$ cat src/rtl/uart_pkg.sv
`default_nettype none
// ============================================================================
// Module   : uart_pkg
// Brief    : Shared definitions for the UART transmit path: arbiter state
//            encoding and the frame-length helper used by arbiter and
//            transmitter alike.
// Revision : 1.0 - initial release
// ============================================================================
package uart_pkg;

    // Arbiter FSM state encoding (2 bits)
    localparam logic [1:0] ST_IDLE = 2'd0;
    localparam logic [1:0] ST_LOAD = 2'd1;
    localparam logic [1:0] ST_KICK = 2'd2;
    localparam logic [1:0] ST_WAIT = 2'd3;

    // Clocks in one serial frame: start bit + data bits + stop bit
    function automatic int frame_clocks(input int data_width, input int clocks_per_bit);
        return (data_width + 2) * clocks_per_bit;
    endfunction

endpackage
`default_nettype wire

$ cat src/rtl/uart_tx_arbiter_rr_pick.sv
`default_nettype none
// ============================================================================
// Module   : rr_pick
// Brief    : Combinational round-robin picker. Searches req upward from ptr
//            with wrap-around and returns a one-hot winner plus valid flag.
// Revision : 1.0 - initial release
// ============================================================================
module rr_pick #(
    parameter int NUM_REQ = 4,
    parameter int PW      = $clog2(NUM_REQ)
) (
    input  logic [NUM_REQ-1:0] req_i,
    input  logic [PW-1:0]      ptr_i,
    output logic [NUM_REQ-1:0] winner_o,
    output logic               valid_o
);

    localparam int PW1 = PW + 1;

    logic [PW:0]   w_sum;
    logic [PW-1:0] w_idx;
    logic          w_found;

    // First requester at or above ptr (modulo NUM_REQ) wins
    always_comb begin
        winner_o = '0;
        w_found  = 1'b0;
        w_sum    = '0;
        w_idx    = '0;
        for (int k = 0; k < NUM_REQ; k++) begin
            w_sum = {1'b0, ptr_i} + PW1'(k);
            if (w_sum >= PW1'(NUM_REQ)) begin
                w_sum = w_sum - PW1'(NUM_REQ);
            end
            w_idx = w_sum[PW-1:0];
            if (!w_found && req_i[w_idx]) begin
                winner_o[w_idx] = 1'b1;
                w_found         = 1'b1;
            end
        end
        valid_o = w_found;
    end

endmodule
`default_nettype wire

$ cat src/rtl/uart_tx_arbiter.sv
`default_nettype none
// ============================================================================
// Module   : uart_tx_arbiter
// Brief    : Shares one UART transmitter among NUM_REQ requesters. A byte is
//            taken round-robin in IDLE, written to the transmitter (LOAD),
//            started (KICK) and the arbiter then waits one full frame (WAIT)
//            before accepting the next request.
// Revision : 1.0 - initial release
// ============================================================================
module uart_tx_arbiter
    import uart_pkg::*;
#(
    parameter int NUM_REQ        = 4,
    parameter int DATA_WIDTH     = 8,
    parameter int CLOCKS_PER_BIT = 10417
) (
    input  logic                          clk,
    input  logic                          rst,
    input  logic [NUM_REQ-1:0]            req,
    input  logic [NUM_REQ*DATA_WIDTH-1:0] reqData,
    output logic [NUM_REQ-1:0]            grant,
    output logic                          txWrEn,
    output logic [DATA_WIDTH-1:0]         txData,
    output logic                          txNewTXN,
    output logic                          busy
);

    localparam int FRAME_CLOCKS = frame_clocks(DATA_WIDTH, CLOCKS_PER_BIT);
    localparam int TW           = $clog2(FRAME_CLOCKS);
    localparam int PW           = $clog2(NUM_REQ);

    logic [1:0]            state_q,  state_d;
    logic [PW-1:0]         ptr_q,    ptr_d;
    logic [TW-1:0]         timer_q,  timer_d;
    logic [NUM_REQ-1:0]    grant_q,  grant_d;
    logic                  wren_q,   wren_d;
    logic [DATA_WIDTH-1:0] data_q,   data_d;
    logic                  newtxn_q, newtxn_d;
    logic                  busy_q,   busy_d;

    logic [NUM_REQ-1:0]    win_onehot;
    logic                  win_valid;
    logic [PW-1:0]         win_idx;
    logic [PW-1:0]         ptr_next;
    logic [DATA_WIDTH-1:0] win_data;

    rr_pick #(
        .NUM_REQ (NUM_REQ),
        .PW      (PW)
    ) u_rr_pick (
        .req_i    (req),
        .ptr_i    (ptr_q),
        .winner_o (win_onehot),
        .valid_o  (win_valid)
    );

    // Decode the one-hot winner into an index and select its byte
    always_comb begin
        win_idx  = '0;
        win_data = '0;
        for (int i = 0; i < NUM_REQ; i++) begin
            if (win_onehot[i]) begin
                win_idx  = PW'(i);
                win_data = reqData[i*DATA_WIDTH +: DATA_WIDTH];
            end
        end
        ptr_next = (win_idx == PW'(NUM_REQ - 1)) ? '0 : win_idx + 1'b1;
    end

    // Next-state logic; strobes default low so grant/wrEn/newTXN are pulses
    always_comb begin
        state_d  = state_q;
        ptr_d    = ptr_q;
        timer_d  = timer_q;
        grant_d  = '0;
        wren_d   = 1'b0;
        newtxn_d = 1'b0;
        data_d   = data_q;
        case (state_q)
            ST_IDLE: begin
                if (win_valid) begin
                    state_d = ST_LOAD;
                    grant_d = win_onehot;
                    wren_d  = 1'b1;
                    data_d  = win_data;
                    ptr_d   = ptr_next;
                end
            end
            ST_LOAD: begin
                state_d  = ST_KICK;
                newtxn_d = 1'b1;
            end
            ST_KICK: begin
                state_d = ST_WAIT;
                timer_d = '0;
            end
            ST_WAIT: begin
                if (timer_q == TW'(FRAME_CLOCKS - 1)) begin
                    state_d = ST_IDLE;
                    timer_d = '0;
                end else begin
                    timer_d = timer_q + 1'b1;
                end
            end
            default: begin
                state_d = ST_IDLE;
            end
        endcase
        busy_d = (state_d != ST_IDLE);
    end

    // State and output registers, cleared asynchronously at any point in a frame
    always_ff @(posedge clk or posedge rst) begin
        if (rst) begin
            state_q  <= ST_IDLE;
            ptr_q    <= '0;
            timer_q  <= '0;
            grant_q  <= '0;
            wren_q   <= 1'b0;
            data_q   <= '0;
            newtxn_q <= 1'b0;
            busy_q   <= 1'b0;
        end else begin
            state_q  <= state_d;
            ptr_q    <= ptr_d;
            timer_q  <= timer_d;
            grant_q  <= grant_d;
            wren_q   <= wren_d;
            data_q   <= data_d;
            newtxn_q <= newtxn_d;
            busy_q   <= busy_d;
        end
    end

    assign grant    = grant_q;
    assign txWrEn   = wren_q;
    assign txData   = data_q;
    assign txNewTXN = newtxn_q;
    assign busy     = busy_q;

endmodule
`default_nettype wire

$ cat config.mk
export PLATFORM = sky130hd
export DESIGN_NAME = uart_tx_arbiter
export DESIGN_NICKNAME = d
export VERILOG_FILES = /design/src/rtl/uart_pkg.sv /design/src/rtl/uart_tx_arbiter_rr_pick.sv /design/src/rtl/uart_tx_arbiter.sv
export SDC_FILE = /design/constraint.sdc
export NUM_CORES = 1
export LEC_CHECK = 0
export ABC_AREA = 1
export CORE_UTILIZATION = 26
export CTS_CLUSTER_SIZE = 30
export DETAILED_ROUTE_END_ITERATION = 12
export SYNTH_ARGS = -nofsm -noshare
export SYNTH_HDL_FRONTEND = slang
export SYNTH_SLANG_ARGS = --single-unit
$ cat constraint.sdc
create_clock -name clk -period 5.4 [get_ports clk]
set_input_delay 1.08 -clock clk [delete_from_list [all_inputs] [get_ports clk]]
set_output_delay 1.08 -clock clk [all_outputs]
set_load 0.01 [all_outputs]
==> flow_summary.ini <==
[critical_path]
crit_path_frequent_cell = nand2_1
cp_cell_sequence = clkdlybuf4s50_1 > nand2_1 > nand3_2 > nand2_4 > nand4_1 > clkinv_1 > nand2_1 > nand2_2 > nor2_4 > nand3_1 > nand2_1 > nand2_1 > nand2_1
crit_path_start_kind = input pin
cp-startpoint = req[3]
arrival_ns = 2.95
path_class = input pin to flop
crit_path_max_incr_delay_ns = 0.49
critPathSlowestCell = clkdlybuf4s50_1
r2r_start = ptr_q[0]
setup.worst_path.end_class = flop
required_ns = 5.64
cp_max_fo = 11

[clock_network]
clock_latency_ns = 0.30
cts_tree = yes
post-cts-setup-buffers = 0
numCtsBuffers = 5
cts_root_buffer = clkbuf_8
clk_path_buf_depth = 2
post_cts_resized = 0
clkSinkCount = 36
h-tree-depth = 2
path_clk_slew_ns = 0.08
cts_hold_buf = 0

[worst_hold_path]
hold_class = flop to flop
min-delay-start = timer_q[16]

[drt]
vias_per_cell = 4.72
drtAntennaViolNets = 0
drt_first_iter_violations = 87
drtPass1Iterations = 6
vias = 2410
avgRoutedWirePerCell_um = 12.4
drt-total-wl_um = 6360
drcViolationCount = 0

[placement]
placed_cells_incl_taps = 503
io_buffers = 52
gp_congestion = 0.851
hpwl_um = 4800

[power_and_ir_drop]
power_density_mw_per_mm2 = 476
peakVddDrop_uv = 157
p_leak_nw = 1.47

[global_route]
grt_antenna_before_repair = 0
grt_remaining_overflow = 0
grt_usage_pct = 13.9
grt_max_degree = 37
grt_pass1_wl_um = 10600
first_global_vias = 2234

[sta]
drv_slew = 0
setup_tns_ns = 0
final_hold_viol_count = 0
slew-limit-headroom_pct = 64.0
finalCriticalPeriod_ns = 2.71
finalSetupViolCount = 0
skew_ns = 0.00544
max_freq_mhz = 368
finalCritPeriodShare_pct = 50.3
rsz0062_at_grt = false
tightestPinTransition_ns = 0.540

[logic_synthesis]
syn_area_mm2 = 0.00238
ys_ff_latch = 36
synthCells = 346
postSynthAreaPerCell_um2 = 6.88
ys.warnings.count = 0
synth_cell_types = 32
ys_seq_area_share_pct = 37.8
syn-num-nets = 392

[floorplan]
die-height_um = 97.7
rows = 34
io_pins = 53
die_x_um = 97.7
start_util_pct = 27.0
core_area_mm2 = 0.00881
die_area_mm2 = 0.00954

[final_layout]
area_growth_pct = 30.6
fin_nets = 448
fin_cells = 511
mostFrequentLayoutCells = 119 x nand2_1, 52 x clkdlybuf4s50_1, 45 x inv_1
multi_input_area_mm2 = 0.00126
mostFrequentLayoutCell = nand2_1
drive_gt1_share_pct = 7.94
fillers = 915
diodes = 0
regArea_um2 = 901

[run]
drv_cap = 0

[run_status]
status = complete, no violations
## logic make-up after synthesis
group,after synthesis,synth area share [%]
AOI/OAI and AO/OA,39,9.14
xor gates and xnor gates,3,1.10
adders and majority gates,8,4.20
buffers and inverters,56,9.35
DFF,36,37.8
and+or+nand+nor,204,38.4
## worst max-delay path: cells and delay by family
| kind | cells | cell delay, ns |
|---|---|---|
| buf+inv | 2 | 0.60 |
| simple gates | 11 | 1.25 |
## metal layers
layer  part of all wire, %  global-route usage, %  routed length [um]  vias to the layer above
met5                     0                      0                   0                        -
met4                   2.5                   5.83                 159                        0
met3                   6.4                   3.60                 404                       15
met2                    47                   23.5                2970                       79
met1                    44                   16.7                2820                     1107
li1                      -                      -                   -                     1209
## per-stage QoR
stage | total power [W] | util [%] | area [um^2] | setup WS [ns] | hold WS (ns)
5_1_grt | 0.00162 | 35.3 | 3110 | 2.46 | 0.589
3_5_place_dp | 0.00128 | 34.3 | 3020 | 2.37 | 0.546
2_1_floorplan | 0.00103 | - | 2380 | 3.14 | 0.497
3_3_place_gp | 0.00127 | 34.3 | 3020 | 2.43 | 0.515
4_1_cts | 0.00149 | 35.3 | 3110 | 2.67 | 0.563
6_report | 0.00148 | 35.3 | 3110 | 2.69 | 0.562
## power breakdown
group	internal (W)	switching [W]	leakage, nW
Clock	0.000102	0.000102	0.0510
Combinational	0.000319	0.000550	0.938
Sequential	0.000336	0.0000718	0.476
## area by class of cell
cell class                      instances  share of cell area (%)
Sequential cell                        36                    29.0
Clock inverter                          2                   0.322
Clock buffer                            6                    2.66
Inverter                               52                    6.28
Tap cell                              108                    4.35
Multi-Input combinational cell        254                    40.4
Timing Repair Buffer                   53                    17.0
## sequential cells by signal, summed over array words and instances, names as in the netlist
| signal | count |
|---|---|
| timer_q | 17 |
| txData | 8 |
| state_q | 2 |
| busy | 1 |
| grant | 4 |
| ptr_q | 2 |
| txWrEn | 1 |
| txNewTXN | 1 |
## cell usage after synthesis, drive strengths merged
library cell	count	area share [%]
xor2	2	0.74
nor2	26	5.4
nand2	128	21
clkbuf	1	0.16
o31ai	1	0.32
o21ai	20	4.2
o22ai	7	1.8
xnor2	1	0.37
buf	3	1.0
nor3	1	0.21
clkinv	3	0.47
nand3	43	9.9
o32ai	1	0.37
or2	1	0.26
dfrtp	36	38
inv	49	7.7
nor4	2	0.53
a21boi	1	0.32
ha	8	4.2
a31oi	2	0.53
o21a	1	0.32
nand4	3	0.79
a21oi	6	1.3
## worst paths after layout
| kind | end | slack (ns) | depth (start not counted) |
|---|---|---|---|
| worst min register to register | timer_q[16] | 0.56 | 2 |
| worst max register to register | txData[7] | 2.89 | 14 |
| worst min-delay path | timer_q[16] | 0.56 | 2 |
| min in group asynchronous | txData[4] | 1.20 | 3 |
| max in group asynchronous | grant[2] | 3.86 | 3 |
| worst max-delay path | txData[7] | 2.69 | 13 |
No activity file was read; power rests on OpenSTA's default activity.
